`src/rtl/fft_frame_driver.sv`:
```
// rtl/fft_frame_driver.sv - frame collect, FFT load/start/drain and magnitude bin buffer
//
// Collects N real samples, plays them into the FFT core over the
// load/address/data interface, pulses start, then captures N complex result
// words while the core asserts done and stores |re|+|im| per bin.
//
// Ports:
//   slow_clk     clock for all logic, including the FFT handshake
//   reset        synchronous, active-low
//   sample_valid one-cycle strobe qualifying sample
//   sample       signed audio sample
//   fft_load     high for the N load cycles
//   fft_adr      load address (sample index while loading)
//   fft_rd       load word {sample, zero imaginary}
//   fft_start    one-cycle start pulse after the load phase
//   fft_done     FFT result valid, one word per cycle while high
//   fft_wd       FFT result {re, im}, signed
//   res_adr      bin buffer read address
//   res_mag      registered magnitude of bin res_adr (1-cycle latency)
//   frame_ready  one-cycle pulse after the last bin is written
//   busy         high in every state except COLLECT
//   overrun      sticky: a sample arrived outside COLLECT
//   fft_err      sticky: FFT never answered within TIMEOUT cycles
module fft_frame_driver #(
   parameter int N        = 64,
   parameter int SAMPLE_W = 16,
   parameter int TIMEOUT  = 4096
) (
   input  logic                    slow_clk,
   input  logic                    reset,
   input  logic                    sample_valid,
   input  logic [SAMPLE_W-1:0]     sample,
   output logic                    fft_load,
   output logic [$clog2(N)-1:0]    fft_adr,
   output logic [2*SAMPLE_W-1:0]   fft_rd,
   output logic                    fft_start,
   input  logic                    fft_done,
   input  logic [2*SAMPLE_W-1:0]   fft_wd,
   input  logic [$clog2(N)-1:0]    res_adr,
   output logic [SAMPLE_W:0]       res_mag,
   output logic                    frame_ready,
   output logic                    busy,
   output logic                    overrun,
   output logic                    fft_err
);

   localparam int AW = $clog2(N);
   localparam int TW = $clog2(TIMEOUT + 1);
   localparam logic [AW-1:0] LAST = AW'(N - 1);

   typedef enum logic [2:0] {
      S_COLLECT,
      S_LOAD,
      S_START,
      S_WAIT,
      S_DRAIN
   } state_t;

   state_t              state;
   logic [AW-1:0]       cnt;
   logic [TW-1:0]       timer;

   logic [SAMPLE_W-1:0] sbuf [N];
   logic [SAMPLE_W:0]   bbuf [N];

   logic                sbuf_we;
   logic                bbuf_we;
   logic [AW-1:0]       bbuf_wa;
   logic [AW-1:0]       adr_nxt;
   logic signed [SAMPLE_W:0] re_x;
   logic signed [SAMPLE_W:0] im_x;
   logic [SAMPLE_W:0]   abs_re;
   logic [SAMPLE_W:0]   abs_im;
   logic [SAMPLE_W:0]   mag;

   // Buffer write enables are gated by reset so an aborted cycle writes nothing.
   // The first result word arrives in WAIT and always lands in bin 0.
   always_comb begin
      sbuf_we = reset && (state == S_COLLECT) && sample_valid;
      bbuf_we = reset && fft_done && ((state == S_WAIT) || (state == S_DRAIN));
      bbuf_wa = (state == S_WAIT) ? '0 : cnt;
      adr_nxt = fft_adr + AW'(1);
   end

   // Magnitude approximation |re|+|im|. Sign-extending by one bit keeps
   // |-32768| representable; the sum of two such values still fits.
   always_comb begin
      re_x   = {fft_wd[2*SAMPLE_W-1], fft_wd[2*SAMPLE_W-1:SAMPLE_W]};
      im_x   = {fft_wd[SAMPLE_W-1], fft_wd[SAMPLE_W-1:0]};
      abs_re = re_x[SAMPLE_W] ? -re_x : re_x;
      abs_im = im_x[SAMPLE_W] ? -im_x : im_x;
      mag    = abs_re + abs_im;
   end

   // Sample and bin storage; contents survive reset.
   always_ff @(posedge slow_clk) begin
      if (sbuf_we) begin
         sbuf[cnt] <= sample;
      end
      if (bbuf_we) begin
         bbuf[bbuf_wa] <= mag;
      end
   end

   // Registered read port; a same-cycle write to res_adr returns the old value.
   always_ff @(posedge slow_clk) begin
      if (!reset) begin
         res_mag <= '0;
      end else begin
         res_mag <= bbuf[res_adr];
      end
   end

   always_ff @(posedge slow_clk) begin
      if (!reset) begin
         state       <= S_COLLECT;
         cnt         <= '0;
         timer       <= '0;
         fft_load    <= 1'b0;
         fft_adr     <= '0;
         fft_rd      <= '0;
         fft_start   <= 1'b0;
         frame_ready <= 1'b0;
         busy        <= 1'b0;
         overrun     <= 1'b0;
         fft_err     <= 1'b0;
      end else begin
         frame_ready <= 1'b0;
         fft_start   <= 1'b0;

         if (sample_valid && (state != S_COLLECT)) begin
            overrun <= 1'b1;
         end

         case (state)
            S_COLLECT: begin
               if (sample_valid) begin
                  if (cnt == LAST) begin
                     // Present load word 0 right away so load starts the
                     // cycle after the last sample strobe.
                     cnt      <= '0;
                     state    <= S_LOAD;
                     fft_load <= 1'b1;
                     fft_adr  <= '0;
                     fft_rd   <= {sbuf[0], {SAMPLE_W{1'b0}}};
                     busy     <= 1'b1;
                  end else begin
                     cnt <= cnt + AW'(1);
                  end
               end
            end

            // fft_adr is the index currently presented on the load bus.
            S_LOAD: begin
               if (fft_adr == LAST) begin
                  state     <= S_START;
                  fft_load  <= 1'b0;
                  fft_adr   <= '0;
                  fft_rd    <= '0;
                  fft_start <= 1'b1;
               end else begin
                  fft_adr <= adr_nxt;
                  fft_rd  <= {sbuf[adr_nxt], {SAMPLE_W{1'b0}}};
               end
            end

            S_START: begin
               state <= S_WAIT;
               timer <= '0;
            end

            S_WAIT: begin
               if (fft_done) begin
                  state <= S_DRAIN;
                  cnt   <= AW'(1);
                  timer <= '0;
               end else if (timer == TW'(TIMEOUT - 1)) begin
                  fft_err <= 1'b1;
                  state   <= S_COLLECT;
                  cnt     <= '0;
                  timer   <= '0;
                  busy    <= 1'b0;
               end else begin
                  timer <= timer + TW'(1);
               end
            end

            // Done may gap; cnt only advances on captured words.
            S_DRAIN: begin
               if (fft_done) begin
                  if (cnt == LAST) begin
                     frame_ready <= 1'b1;
                     cnt         <= '0;
                     state       <= S_COLLECT;
                     busy        <= 1'b0;
                  end else begin
                     cnt <= cnt + AW'(1);
                  end
               end
            end

            default: begin
               state    <= S_COLLECT;
               cnt      <= '0;
               fft_load <= 1'b0;
               busy     <= 1'b0;
            end
         endcase
      end
   end

endmodule
```
`config.mk`:
```
export PLATFORM = sky130hd
export DESIGN_NAME = fft_frame_driver
export DESIGN_NICKNAME = d
export VERILOG_FILES = /design/src/rtl/fft_frame_driver.sv
export SDC_FILE = /design/constraint.sdc
export NUM_CORES = 2
export LEC_CHECK = 0
export BUFFER_PORTS_ARGS = -buffer_cell sky130_fd_sc_hd__buf_2
export CAP_MARGIN = 10
export CORE_MARGIN = 3
export CORE_UTILIZATION = 40
export CTS_CLUSTER_DIAMETER = 60
export DETAILED_ROUTE_END_ITERATION = 12
export SYNTH_ARGS = -nofsm -noshare
export SYNTH_HDL_FRONTEND = slang
export SYNTH_SLANG_ARGS = --single-unit
```
`constraint.sdc`:
```
create_clock -name slow_clk -period 5.7 [get_ports slow_clk]
set_input_delay 0.285 -clock slow_clk [delete_from_list [all_inputs] [get_ports slow_clk]]
set_output_delay 0.285 -clock slow_clk [all_outputs]
set_load 0.005 [all_outputs]
```
==> results.md <==
Logic synthesis:
- The share of flip-flops with an asynchronous set or reset is 0%.
- The post-synthesis instance area is 0.0850 mm2.
- Counting flops with a built-in enable in the synthesized netlist gives 2112.
- The count of different cell masters after synthesis is 63.
- In the synthesized netlist the dominant register cell turns out to be sky130_fd_sc_hd__edfxtp_1.
- Ranked by total cell area, the synthesized netlist is headed by sky130_fd_sc_hd__edfxtp_1, sky130_fd_sc_hd__mux4_2, sky130_fd_sc_hd__dfxtp_1.
- The flip-flop and latch count after synthesis is 2179.
- The cell taking the most area after synthesis is sky130_fd_sc_hd__edfxtp_1.
- The most common cell in the netlist is sky130_fd_sc_hd__edfxtp_1.
- Summing the sequential cell areas from Yosys gives 76.2% of the chip area.
- The cell count after synthesis is 3920.
- After synthesis, the mean cell area works out to 21.7 um2.
- Summed over its instances, the top area cell type makes up 74.6% of the synthesized netlist area.
- After synthesis, the most frequently instantiated cells are sky130_fd_sc_hd__edfxtp_1, sky130_fd_sc_hd__mux4_2, sky130_fd_sc_hd__nand2_1.
- The number of warnings printed during yosys synthesis is 0.

Die:
- The total area inside the core boundary comes to 0.210 mm2.
- The starting density of the core is 40.4%.
- 119 I/O pins were placed.
- Measured along the x axis, the die boundary spans 467 um.
- The die span in y is 467 um.
- The number of rows created at floorplan is 168.
- The full die area is 0.218 mm2.

Power and ir drop:
- Across the VDD grid, the largest voltage drop is 426 uV.
- For this design the ratio of total power to cell area is 353 mW/mm2.
- The static leakage power is 30.0 nW.

Final layout:
- The area growth from synthesis to layout is 14.1%.
- At the end of the flow, the number of nets in the layout was 4320.
- The post-route cell area is 0.0970 mm2.
- The layout filler cell count is 17.4k.
- In the final layout, the share of cells above drive strength 1 is 30.7%.

Global route:
- The initial antenna violation count is 4.
- Global routing consumed, over all layers together, 18.9% of the routing resources.
- The via count of the first global-routing pass is 41.2k.
- After global routing the overflow that remains totals 0.
- The wire length of the first global-routing pass is 299000 um.
- The maximum number of pins on one net before global-route repair is 112.

Critical path:
- In this design, the stage delay of the slowest critical-path cell is 0.77 ns.
- Of all nets on the critical path, the largest fanout is 55.
- The cell type of the slowest stage on the worst timing path is sky130_fd_sc_hd__ha_4.
- The signal arrival time at the worst endpoint is 4.68 ns.
- The element type at the critical path start is a flop.
- Counting both buffers and inverters, the worst setup path holds a total of 1.
- The critical path endpoint category is a flop.
- The signal on the critical path passes through ha_4 -> buf_12 -> nor2b_1 -> a222oi_1 -> a211oi_1 -> a31oi_1 -> o21ai_1.
- The data required time at the worst endpoint is 6.47 ns.
- Grouping stages by cell kind, the critical path spends the most delay in compound AO/OA/AOI/OAI gates.
- The category of the critical setup timing path is reg -> reg.

Placement:
- In this run the cell area measured after placement is 0.0901 mm2.
- The congestion estimate from routability-driven global placement came to 0.785.
- Port buffering added 102 buffers.
- The HPWL after detailed placement is 116000 um.

Drt:
- After detailed routing, the wire length on met1 is 87100 um.
- For this block, the via count after detailed routing is 40.8k.
- For this run, the detailed router's first-pass iteration total came to 6.
- Wire segments on met3 add up to 13400 um in the final route.
- The count of nets left with antenna violations once routing finished came out at 0.
- The detailed route wirelength on metal2 is 102000 um.
- The highest signal layer in the routed design is met5.
- After detailed routing, the total wire length is 207000 um.
- Using the TritonRoute via totals, the vias-per-cell ratio works out to 5.64.
- In the final routed layout, each cell accounts on average for 28.6 um.
- In the routed design, unresolved DRC markers number 0.
- The first-iteration detailed-routing DRC count is 4786.

STA:
- Measured against its own limit, the worst slew margin works out to 13.8%.
- The final worst hold slack is 0.0929 ns.
- Based on the critical path, the design can be clocked at up to 0.255 GHz.
- Setup repair after global routing left no endpoint under its margin.
- Setup violations remaining at the end of the flow were counted as 0.
- For the finished layout, the period the worst path requires is 3.92 ns.
- The number of max-slew violations in the final report was 0.
- The slew at the pin closest to its max-slew limit is 1.29 ns.
- Across the routed clock network, the largest skew measured is 0.0299 ns.
- The final number of hold-violating endpoints is 0.
- The part of the cycle the worst path needs is 68.7%.
- The post-route setup TNS is 0 ns.

CTS:
- Counting along the longest clock path gives a buffer depth of 3.
- The CTS sink count is 2179.
- Clock tree synthesis selected as its root buffer the cell sky130_fd_sc_hd__clkbuf_16.
- The post-CTS setup buffer count is 0.
- The quantity of hold-fixing buffers added after cts is 3.
- Once the clock tree was built, the resizer swapped 0 gates to a different size.
- The worst-skew pair later-pin latency is 0.84 ns.
- The total CTS buffers is 217.
- The clock-pin slew on the worst setup and hold paths is 0.06 ns.
- The number of H-tree levels is 4.
- TritonCTS built the clock tree.

Run status:
- The run finished with clean final reports.

Hold path:
- The tightest min-delay check is of the in -> reg type.

Run:
- The number of max-capacitance violations reported is 0.
[state kept, by name, indices dropped and copies added (netlist names), 3 cells and up]
signal,count
res_mag,17
fft_adr,6
sbuf,1024
bbuf,1088
fft_rd,16
timer,13
cnt,6
state,3
[routing by layer]
layer	track usage (%)	up-vias
met5	0	-
met2	30.7	1458
met4	4.85	2
li1	-	17000
met3	3.08	272
met1	26.8	22000
[tightest hold or removal path, cell delays in order]
cell	delay, ns
sky130_fd_sc_hd__buf_2	0.18
sky130_fd_sc_hd__buf_4	0.26
sky130_fd_sc_hd__o21a_1	0.14
[stage by stage]
step | instances | util (%) | total power [mW] | worst slack, ns
after floorplan | 3935 | - | 19.9 | 0.225
after global placement | 6821 | 42.8 | 20.8 | 1.46
after detailed placement | 6821 | 42.8 | 20.8 | 1.43
after CTS | 7230 | 46.1 | 34.5 | 1.66
after global routing | 7234 | 46.1 | 35.3 | 1.50
final | 7239 | 46.1 | 34.2 | 1.78
[layout by cell type (no fill, tap or decap), types with 13 or more instances in the layout]
master	synthesis	final
sky130_fd_sc_hd__xnor2_2	0	13
sky130_fd_sc_hd__nor2_1	175	103
sky130_fd_sc_hd__buf_4	54	192
sky130_fd_sc_hd__a31oi_1	19	19
sky130_fd_sc_hd__conb_1	1	16
sky130_fd_sc_hd__clkbuf_16	0	220
sky130_fd_sc_hd__clkbuf_1	92	55
sky130_fd_sc_hd__nand3_1	69	69
sky130_fd_sc_hd__o22ai_1	19	18
sky130_fd_sc_hd__buf_12	0	14
sky130_fd_sc_hd__mux4_2	596	596
sky130_fd_sc_hd__ha_1	21	19
sky130_fd_sc_hd__a21oi_1	33	33
sky130_fd_sc_hd__nor3_1	15	14
sky130_fd_sc_hd__mux2i_1	68	68
sky130_fd_sc_hd__mux2_2	48	48
sky130_fd_sc_hd__nor2_2	0	64
sky130_fd_sc_hd__xnor2_1	46	33
sky130_fd_sc_hd__buf_2	54	97
sky130_fd_sc_hd__o21ai_0	33	32
sky130_fd_sc_hd__clkinv_2	0	36
sky130_fd_sc_hd__edfxtp_1	2112	2112
sky130_fd_sc_hd__clkinv_1	0	49
sky130_fd_sc_hd__dfxtp_1	67	66
sky130_fd_sc_hd__a222oi_1	16	16
sky130_fd_sc_hd__nand2_1	180	180
[where the power goes]
group	switching [mW]	leakage, nW	internal (mW)
combinational	1.51	7.20	0.488
clock	6.02	3.37	7.75
sequential	0.0132	19.4	18.4
total	7.54	30.0	26.7
[kinds of logic (layout without fill, tap and decap cells)]
kind of cell	count (synthesis)	in the layout	synth area share, %
flops	2179	2179	76.2
mux	712	712	17.2
simple gates	513	513	2.68
buf+inv	235	727	1.40
compound gates	203	203	1.60
xor+xnor	55	55	0.575
fa+ha+maj	22	22	0.333
other cells	1	23	0.00441
[final timing paths]
kind         slack (ns)                      end  cells after the start                     from
max                1.78  fft_rd[24]$_SDFFE_PN0P_                      7  fft_adr[0]$_SDFFE_PN0P_
max reg2reg        1.78  fft_rd[24]$_SDFFE_PN0P_                      7  fft_adr[0]$_SDFFE_PN0P_
min                0.09     fft_err$_SDFFE_PN0P_                      3                    reset
min reg2reg        0.46     overrun$_SDFFE_PN0P_                      2     overrun$_SDFFE_PN0P_
[cell type report]
| class | instances | area (um2) | area share [%] |
|---|---|---|---|
| antenna | 7 | 17.5 | 0.0181 |
| timing repair buffer | 309 | 2280 | 2.35 |
| sequential | 2179 | 64800 | 66.7 |
| clock buffer | 286 | 5860 | 6.04 |
| clock inverter | 120 | 1010 | 1.05 |
| inverter | 12 | 45.0 | 0.0464 |
| tap | 2805 | 3510 | 3.62 |
| multi-input combinational | 1521 | 19500 | 20.1 |
Note: power is estimated with default switching activity, not from simulation.
